==> src/rtl/matrix_scan_pkg.sv <==
// Shared types and helpers for the LED matrix row scanner and the frame generator.
// Row 0 occupies the most significant COLS bits of a packed frame.
package matrix_scan_pkg;

  typedef enum logic [1:0] {
    ST_IDLE  = 2'd0,
    ST_DRIVE = 2'd1,
    ST_BLANK = 2'd2
  } scan_state_t;

  // Width able to hold 0..n-1, never narrower than one bit.
  function automatic int sel_w(input int n);
    return (n < 2) ? 1 : $clog2(n);
  endfunction

  // LSB position of row r inside a packed rows*cols frame.
  function automatic int row_lsb(input int rows, input int cols, input int r);
    return (rows - 1 - r) * cols;
  endfunction

endpackage

==> src/rtl/scan_prescaler.sv <==
// Row-period divider: counts 0..DIV-1 with synchronous clear, flags the last
// cycle of the period and the cycle after which blanking begins.
module scan_prescaler
  import matrix_scan_pkg::*;
#(
  parameter int DIV   = 4,
  parameter int BLANK = 1
) (
  input  logic clk,
  input  logic rst,
  input  logic clr,
  output logic period_end,
  output logic blank_start
);

  localparam int CW = sel_w(DIV);
  localparam logic [CW-1:0] LAST     = CW'(DIV - 1);
  localparam logic [CW-1:0] BLANK_AT = CW'(DIV - BLANK - 1);

  logic [CW-1:0] count_reg;

  always_ff @(posedge clk) begin
    if (rst || clr) begin
      count_reg <= '0;
    end else if (count_reg == LAST) begin
      count_reg <= '0;
    end else begin
      count_reg <= count_reg + CW'(1);
    end
  end

  assign period_end  = (count_reg == LAST);
  assign blank_start = (count_reg == BLANK_AT);

endmodule

==> src/rtl/matrix_row_scanner.sv <==
// Free-running, double-buffered LED matrix row scanner with registered outputs.
// Define ROW_SCAN_BLANK_EN to insert BLANK dark cycles at the end of every row period.
module matrix_row_scanner
  import matrix_scan_pkg::*;
#(
  parameter int ROWS  = 7,
  parameter int COLS  = 5,
  parameter int DIV   = 4,
  parameter int BLANK = 1
) (
  input  logic                      clk,
  input  logic                      rst,
  input  logic                      en,
  input  logic                      load,
  input  logic [ROWS*COLS-1:0]      frame_in,
  output logic [sel_w(ROWS)-1:0]    row_sel,
  output logic [ROWS-1:0]           row_onehot,
  output logic [COLS-1:0]           col_out,
  output logic                      frame_done,
  output logic                      load_ack
);

  localparam int RW  = sel_w(ROWS);
  localparam int FW  = ROWS * COLS;
  localparam int FBW = sel_w(FW);
  localparam logic [RW-1:0] ROW_LAST = RW'(ROWS - 1);

  scan_state_t   state_reg, state_next;
  logic [RW-1:0] row_reg, row_next;
  logic [FW-1:0] active_reg, active_next;
  logic [FW-1:0] pending_reg, pending_next;
  logic          pending_flag_reg, pending_flag_next;
  logic          advance, boundary, ack_next, drive_next;
  logic          period_end, blank_start;
  logic [FBW-1:0] col_base;

  scan_prescaler #(
    .DIV   (DIV),
    .BLANK (BLANK)
  ) u_prescaler (
    .clk         (clk),
    .rst         (rst),
    .clr         ((state_reg == ST_IDLE) || !en),
    .period_end  (period_end),
    .blank_start (blank_start)
  );

`ifndef ROW_SCAN_BLANK_EN
  logic unused_blank;
  assign unused_blank = blank_start;
`endif

  always_comb begin
    state_next        = state_reg;
    row_next          = row_reg;
    active_next       = active_reg;
    pending_next      = pending_reg;
    pending_flag_next = pending_flag_reg;
    advance           = 1'b0;
    boundary          = 1'b0;
    ack_next          = 1'b0;

    if (load) begin
      pending_next      = frame_in;
      pending_flag_next = 1'b1;
    end

    if (!en && state_reg != ST_IDLE) begin
      state_next = ST_IDLE;
      row_next   = '0;
    end else begin
      unique case (state_reg)
        ST_IDLE: begin
          if (en) begin
            state_next = ST_DRIVE;
            row_next   = '0;
          end else if (pending_flag_reg) begin
            // A load in this same cycle stays pending for the following edge.
            active_next       = pending_reg;
            pending_flag_next = load;
            ack_next          = 1'b1;
          end
        end
        ST_DRIVE: begin
`ifdef ROW_SCAN_BLANK_EN
          if (blank_start) begin
            state_next = ST_BLANK;
          end
`else
          if (period_end) begin
            advance = 1'b1;
          end
`endif
        end
`ifdef ROW_SCAN_BLANK_EN
        ST_BLANK: begin
          if (period_end) begin
            state_next = ST_DRIVE;
            advance    = 1'b1;
          end
        end
`endif
        default: state_next = ST_IDLE;
      endcase
    end

    // Frame swaps happen only on the wrap edge; a coincident load wins over pending.
    if (advance) begin
      if (row_reg == ROW_LAST) begin
        row_next = '0;
        boundary = 1'b1;
        if (load) begin
          active_next       = frame_in;
          pending_flag_next = 1'b0;
          ack_next          = 1'b1;
        end else if (pending_flag_reg) begin
          active_next       = pending_reg;
          pending_flag_next = 1'b0;
          ack_next          = 1'b1;
        end
      end else begin
        row_next = row_reg + RW'(1);
      end
    end
  end

  assign drive_next = (state_next == ST_DRIVE);
  assign col_base   = FBW'(row_lsb(ROWS, COLS, int'(row_next)));

  always_ff @(posedge clk) begin
    if (rst) begin
      state_reg        <= ST_IDLE;
      row_reg          <= '0;
      active_reg       <= '0;
      pending_reg      <= '0;
      pending_flag_reg <= 1'b0;
      row_sel          <= '0;
      row_onehot       <= '0;
      col_out          <= '0;
      frame_done       <= 1'b0;
      load_ack         <= 1'b0;
    end else begin
      state_reg        <= state_next;
      row_reg          <= row_next;
      active_reg       <= active_next;
      pending_reg      <= pending_next;
      pending_flag_reg <= pending_flag_next;
      row_sel          <= row_next;
      row_onehot       <= drive_next ? (ROWS'(1) << row_next) : '0;
      col_out          <= drive_next ? active_next[col_base +: COLS] : '0;
      frame_done       <= boundary;
      load_ack         <= ack_next;
    end
  end

endmodule

==> config.mk <==
export PLATFORM = sky130hd
export DESIGN_NAME = matrix_row_scanner
export DESIGN_NICKNAME = d
export VERILOG_FILES = /design/src/rtl/matrix_scan_pkg.sv /design/src/rtl/scan_prescaler.sv /design/src/rtl/matrix_row_scanner.sv
export SDC_FILE = /design/constraint.sdc
export NUM_CORES = 1
export LEC_CHECK = 0
export BUFFER_PORTS_ARGS = -buffer_cell sky130_fd_sc_hd__buf_2
export CAP_MARGIN = 40
export CORE_ASPECT_RATIO = 1.75
export CORE_MARGIN = 2
export CORE_UTILIZATION = 48
export DETAILED_ROUTE_END_ITERATION = 10
export GPL_ROUTABILITY_DRIVEN = 0
export PLACE_DENSITY_LB_ADDON = 0.05
export RECOVER_POWER = 50
export SKIP_CTS_REPAIR_TIMING = 1
export SKIP_LAST_GASP = 1
export SLEW_MARGIN = 10
export SYNTH_ARGS = -nofsm -noshare
export SYNTH_HDL_FRONTEND = slang
export SYNTH_SLANG_ARGS = --single-unit
==> constraint.sdc <==
create_clock -name clk -period 11.4 [get_ports clk]
set_input_delay 0.57 -clock clk [delete_from_list [all_inputs] [get_ports clk]]
set_output_delay 0.57 -clock clk [all_outputs]
set_load 0.02 [all_outputs]
After elaboration in Yosys (flattened, before gate mapping)

Index checks and enable logic that the tools add are counted.

Div/mod/pow operators: 0
Mux-type cells: 37
Equality and inequality tests: 4
Multiply operators: 1
$lt $le $gt $ge: 0
Shifts and indexed selects: 2
Bitwise gates (word level): 2
$add $sub $neg: 3
Reduce and logical (&&, ||, !) cells: 9

Operators with widths:

| kind                                             | count |
|---|---|
| two-way mux 35 bit                               | 8 |
| indexed part select 35 x 7 -> 5 bit              | 1 |
| two-way mux 1 bit                                | 21 |
| two-way mux 3 bit                                | 5 |
| left shift 1 x 3 -> 7 bit, first input constant  | 1 |
| multiplier 4 x 4 -> 6 bit, second input constant | 1 |
| OR reduction 2 bit                               | 3 |
| == test 2 x 1 -> 1 bit, second input constant    | 2 |
| two-way mux 2 bit                                | 2 |
| case mux 2 bit (2 select lines)                  | 1 |
| subtractor 3 x 3 -> 4 bit, first input constant  | 1 |
| adder 3 x 1 -> 3 bit, second input constant      | 1 |
| == test 3 bit, second input constant             | 1 |
| adder 2 x 1 -> 2 bit, second input constant      | 1 |
| == test 2 bit, second input constant             | 1 |
| logical NOT 2 bit                                | 1 |
| logical OR 1 bit                                 | 2 |
| inverter 1 bit                                   | 2 |
| nonzero test 2 bit                               | 1 |
| logical AND 1 bit                                | 1 |
| logical NOT 1 bit                                | 1 |

Logic and storage cells: 68
Output and inout bits: 17
Input bits: 39
Memories: 0
ROM bits: 0
Bits in latches: 0
Register bits: 92
Bits in writable memories: 0

Longest topological paths before layout

Depth after elaboration: 9
Mapped depth: 22
Depth with buffers taken out: 19

Hierarchy

From an unflattened synthesis, not the netlist that was laid out.

Cells, all modules: 757
Area, all modules: 5846.9 µm²

By module, submodules not included:

| module             | instances | area an instance (µm²) | cells an instance | seq. area each (µm²) |
|---|---|---|---|---|
| matrix_row_scanner | 1         | 5753.0                 | 750               | 1801.7 |
| scan_prescaler     | 1         | 93.8                   | 7                 | 40.0 |

Worst setup path before layout

OpenSTA, ideal clock, no wires.

Path type: input to register
From: input en
To: register col_out[2]
Stages on the path: 21
Library setup time: 0.134 ns
Data required time: 11.266 ns
Setup slack: 6.645 ns
Arrival: 4.621 ns
Path buffers: 7
Path through: buf_6 > nand4b_1 > buf_2 > o31ai_4 > buf_4 > buf_4 > buf_4 > ha_1 > inv_1 > buf_2 > ha_1 > ha_1 > inv_1 > fa_1 > buf_1 > inv_1 > nand2_1 > a31oi_1 > o31ai_1 > a2111oi_0 > or4_1

Elaborated cells between the ends (all ways): 23
Classes of those cells: add/sub (1); mul (1); eq/ne (1); shift (1); mux (15); bitwise (1); reduce/logical (3)

RTL lines:

| what                                                   | RTL line                                           | text |
|---|---|---|
| start: declaration                                     | matrix_row_scanner.sv:13                           | `input logic en,` |
| two-way mux 3 bit or logical NOT 1 bit (tied branches) | matrix_row_scanner.sv:74, matrix_row_scanner.sv:68 |  |
| two-way mux 3 bit or logical AND 1 bit (tied branches) | matrix_row_scanner.sv:72, matrix_row_scanner.sv:68 |  |
| two-way mux 3 bit or two-way mux 1 bit (tied branches) | matrix_row_scanner.sv:68                           | `if (!en && state_reg != ST_IDLE) begin` |
| two-way mux 3 bit *                                    | matrix_row_scanner.sv:108                          | `if (advance) begin` |
| subtractor 3 x 3 -> 4 bit *                            | matrix_scan_pkg.sv:18                              | `return (rows - 1 - r) * cols;` |
| multiplier 4 x 4 -> 6 bit *                            | matrix_scan_pkg.sv:18                              |  |
| net col_base[0]                                        | matrix_row_scanner.sv:35                           | `logic [FBW-1:0] col_base;` |
| indexed part select 35 x 7 -> 5 bit *                  | matrix_row_scanner.sv:150                          | `col_out <= drive_next ? active_next[col_base +: COLS] : '0;` |
| end signal: assignment                                 | matrix_row_scanner.sv:150                          |  |
| end: declaration                                       | matrix_row_scanner.sv:18                           | `output logic [COLS-1:0] col_out,` |

The timed path passes the listed nets; every way through them passes the cells marked *.
A chain may end at the register's enable or synchronous reset.

Worst setup path in the final report

From: register u_prescaler.count_reg[0]
To: register col_out[2]

Cells in the longest elaborated chain, start to end: 8
Elaborated cells between the ends (all ways): 9
Classes of those cells: add/sub (1); mul (1); eq/ne (1); shift (1); mux (5)

RTL lines:

| what                                  | RTL line                  | text |
|---|---|---|
| start: declaration                    | scan_prescaler.sv:20      | `logic [CW-1:0] count_reg;` |
| start signal: assignment              | scan_prescaler.sv:28      | `count_reg <= count_reg + CW'(1);` |
| == test 2 bit *                       | scan_prescaler.sv:32      | `assign period_end = (count_reg == LAST);` |
| two-way mux 1 bit *                   | matrix_row_scanner.sv:90  | `if (period_end) begin` |
| two-way mux 1 bit *                   | matrix_row_scanner.sv:72  | `unique case (state_reg)` |
| two-way mux 1 bit *                   | matrix_row_scanner.sv:68  |  |
| two-way mux 3 bit                     | matrix_row_scanner.sv:108 |  |
| subtractor 3 x 3 -> 4 bit             | matrix_scan_pkg.sv:18     |  |
| multiplier 4 x 4 -> 6 bit             | matrix_scan_pkg.sv:18     |  |
| indexed part select 35 x 7 -> 5 bit * | matrix_row_scanner.sv:150 |  |

Mark *: on every way between the ends. The rest lies on a longest branch, timed or not.

==> run_results.csv <==
group,metric,value,unit
power,powerDensity,108.8,nW/um^2
power,p_leak,2.385,nW
drt,finalWirelength,17790,um
drt,vias,5595,
timing,final_max_slew_viol_count,81,
synthesis,synthCells,693,
floorplan,core_area,12070,um^2
critical_path,cp.arrival,6.15,ns
cells_and_area,syn2layout_area_growth,8.741,%
critical_path,start_kind,"flip-flop",
worst_hold_path,hp-class,"flip-flop to flip-flop",
critical_path,required,11.62,ns
cells_and_area,num_antenna_cells,0,
outcome,outcome,"complete, but fails checks",
global_routing,grt_pass1_wl,28270,um
critical_path,path_cells,"ha_1 -> nand4b_1 -> buf_4 -> o31ai_4 -> buf_4 -> ha_1 -> inv_1 -> ha_1 -> ha_1 -> clkinv_1 -> nor2_1 -> a221o_1 -> a32o_1 -> a2111oi_0 -> or4_1",
synthesis,netlist_area,5941,um^2
clocking,cts_made_buffers,9,
drt,drc_errors,0,
clocking,cts_tree,"done",
place,dpl_cell_area,6191,um^2
clocking,numClockSinks,92,
floorplan,row_count,53,
critical_path,rr_worst_depth,15,
floorplan,fp.dieH,151.2,um
critical_path,cp_top_family,"adder cells",
critical_path,endpoint_kind,"flip-flop",
global_routing,grt_antenna_before_repair,0,
outcome,violations,"capacitance limit, slew limit",
power,vdd_drop_max,59.84,uV
synthesis,avgSynthCellArea,8.572,um^2
timing,rsz0062_at_grt,"false",
timing,tns,0,ns
synthesis,synth.area.top_cells,"dfxtp_1, mux2i_1, nor2_1, mux4_2, nand2_1",
timing,tightest_slew,3.771,ns
synthesis,yosys-top-cells-count,"nor2_1, dfxtp_1, mux2i_1, nand2_1, clkbuf_1",
timing,period_needed,5.933,ns
critical_path,slowest_delay,0.75,ns
run,drv_cap,1,
critical_path,worstSetupPathType,"flip-flop to flip-flop",
synthesis,ys.warnings.count,0,
global_routing,grt_start_max_net_pins,81,
synthesis,synth_most_common_cell,"nor2_1",
worst_hold_path,holdPathStages,1,
drt,drt-initial-drc-count,371,
timing,finalSetupViolCount,0,
clocking,htreeDepth,3,
global_routing,grt_overflow,0,
synthesis,synth_seq_cells,92,
cells_and_area,multi_input_area,3660,um^2
synthesis,synth_nets,742,
floorplan,initial_core_util,0.4922,
synthesis,ys_seq_area_frac,0.3100,
clocking,clk_latency,0.35,ns
timing,relSlewSlack,-1.514,
critical_path,cp_common_cell,"ha_1",
cells_and_area,post-route-util,0.5352,
critical_path,crit_buf_inv,4,
cells_and_area,drive_gt1_frac,0.1494,
floorplan,dieArea,13320,um^2
floorplan,chipWidth,88.10,um
critical_path,slowest_stage,"ha_1",
global_routing,first_global_vias,5432,
critical_path,path_max_fanout,45,
drt,drtPass1Iterations,5,
cells_and_area,postLayoutCellArea,6460,um^2
synthesis,ys_types,77,
drt,vias_per_cell,6.351,
timing,clock-skew-final,0.01011,ns
place,dp_hpwl,12120,um
critical_path,cp.depth,15,
global_routing,grt_usage,0.2746,
timing,hold_viol,0,
clocking,path_clk_slew,0.07,ns
clocking,cts-root-buf,"clkbuf_16",
synthesis,synthFlopType,"dfxtp_1",
floorplan,pin_count,56,
cells_and_area,fill_cells,1169,
synthesis,synth-edff-count,0,
synthesis,synth_top_area_cell,"dfxtp_1",
synthesis,async_flop_share,0,
timing,period_share,0.5204,
drt,wl_per_cell,20.19,um
cells_and_area,seq_area,1842,um^2
clocking,clockBufferDepth,2,
drt,ant_nets,0,
synthesis,yosysTopAreaCellShare,0.3100,
place,numPortBuffers,55,
cells_and_area,nNetsFinal,760,
timing,fmaxAchievable,168.6,MHz
-- final timing paths --
check	start	slack (ns)	end
min reg2reg	u_prescaler.count_reg[0]	0.42	u_prescaler.count_reg[0]
min	u_prescaler.count_reg[0]	0.42	u_prescaler.count_reg[0]
max	u_prescaler.count_reg[0]	5.47	col_out[2]
max reg2reg	u_prescaler.count_reg[0]	5.47	col_out[2]
-- power by group --
group          switching [mW]  total [mW]  leakage [nW]  internal [mW]
clock                   0.136       0.293         0.138          0.157
sequential            0.00660       0.337         0.749          0.331
combinational          0.0424      0.0720          1.50         0.0297
-- layer usage --
metal  up-vias  GRT usage  wire, um
met4         0     0.1561       972
met2       228     0.4549      8762
met1      2702     0.3346      7199
li1       2599          -         -
met3        66    0.04087       857
met5         -          0         0
-- layout by cell type (no fill, tap or decap), drive strengths merged, types with 6 or more instances in the layout --
cell type  instances
nor2             108
dfxtp             92
mux2i             77
buf               51
nand2             46
clkbuf            28
inv               27
a31oi             21
nor4              21
o21ai             17
a21oi             16
nor3              15
mux4              12
a211oi            12
a211o             10
o32ai             10
o211ai             9
ha                 9
mux2               9
or3b               9
and3               8
o311ai             8
nand3              7
nor2b              6
o22ai              6
o31ai              6
-- through the flow --
step	hold slack (ns)	power [mW]	setup WS [ns]	cells
global route	0.4324	0.7282	5.003	881
CTS	0.4239	0.7062	5.507	880
finish	0.4226	0.7025	5.467	881
detailed placement	0.4137	0.4158	5.306	864
floorplan	0.3957	0.3936	6.645	693
global placement	0.4038	0.4123	5.453	862
-- cell type report --
cell class,instances,area share
Timing Repair Buffer,68,0.05617
Tap cell,165,0.03196
Clock buffer,11,0.03758
Clock inverter,5,0.006973
Multi-Input combinational cell,513,0.5665
Inverter,27,0.01569
Sequential cell,92,0.2851
-- cells by family (layout without fill, tap and decap cells) --
| logic type | count (synthesis) | count (layout) | share of synthesized area |
|---|---|---|---|
| buf+inv | 88 | 111 | 0.07540 |
| flops | 92 | 92 | 0.3100 |
| compound gates | 152 | 152 | 0.1908 |
| mux | 98 | 98 | 0.1923 |
| simple gates | 250 | 250 | 0.2056 |
| fa+ha+maj | 10 | 10 | 0.02233 |
| other cells | 1 | 1 | 0.0006312 |
| xor+xnor | 2 | 2 | 0.002949 |
No activity file was read; power rests on OpenSTA's default activity.
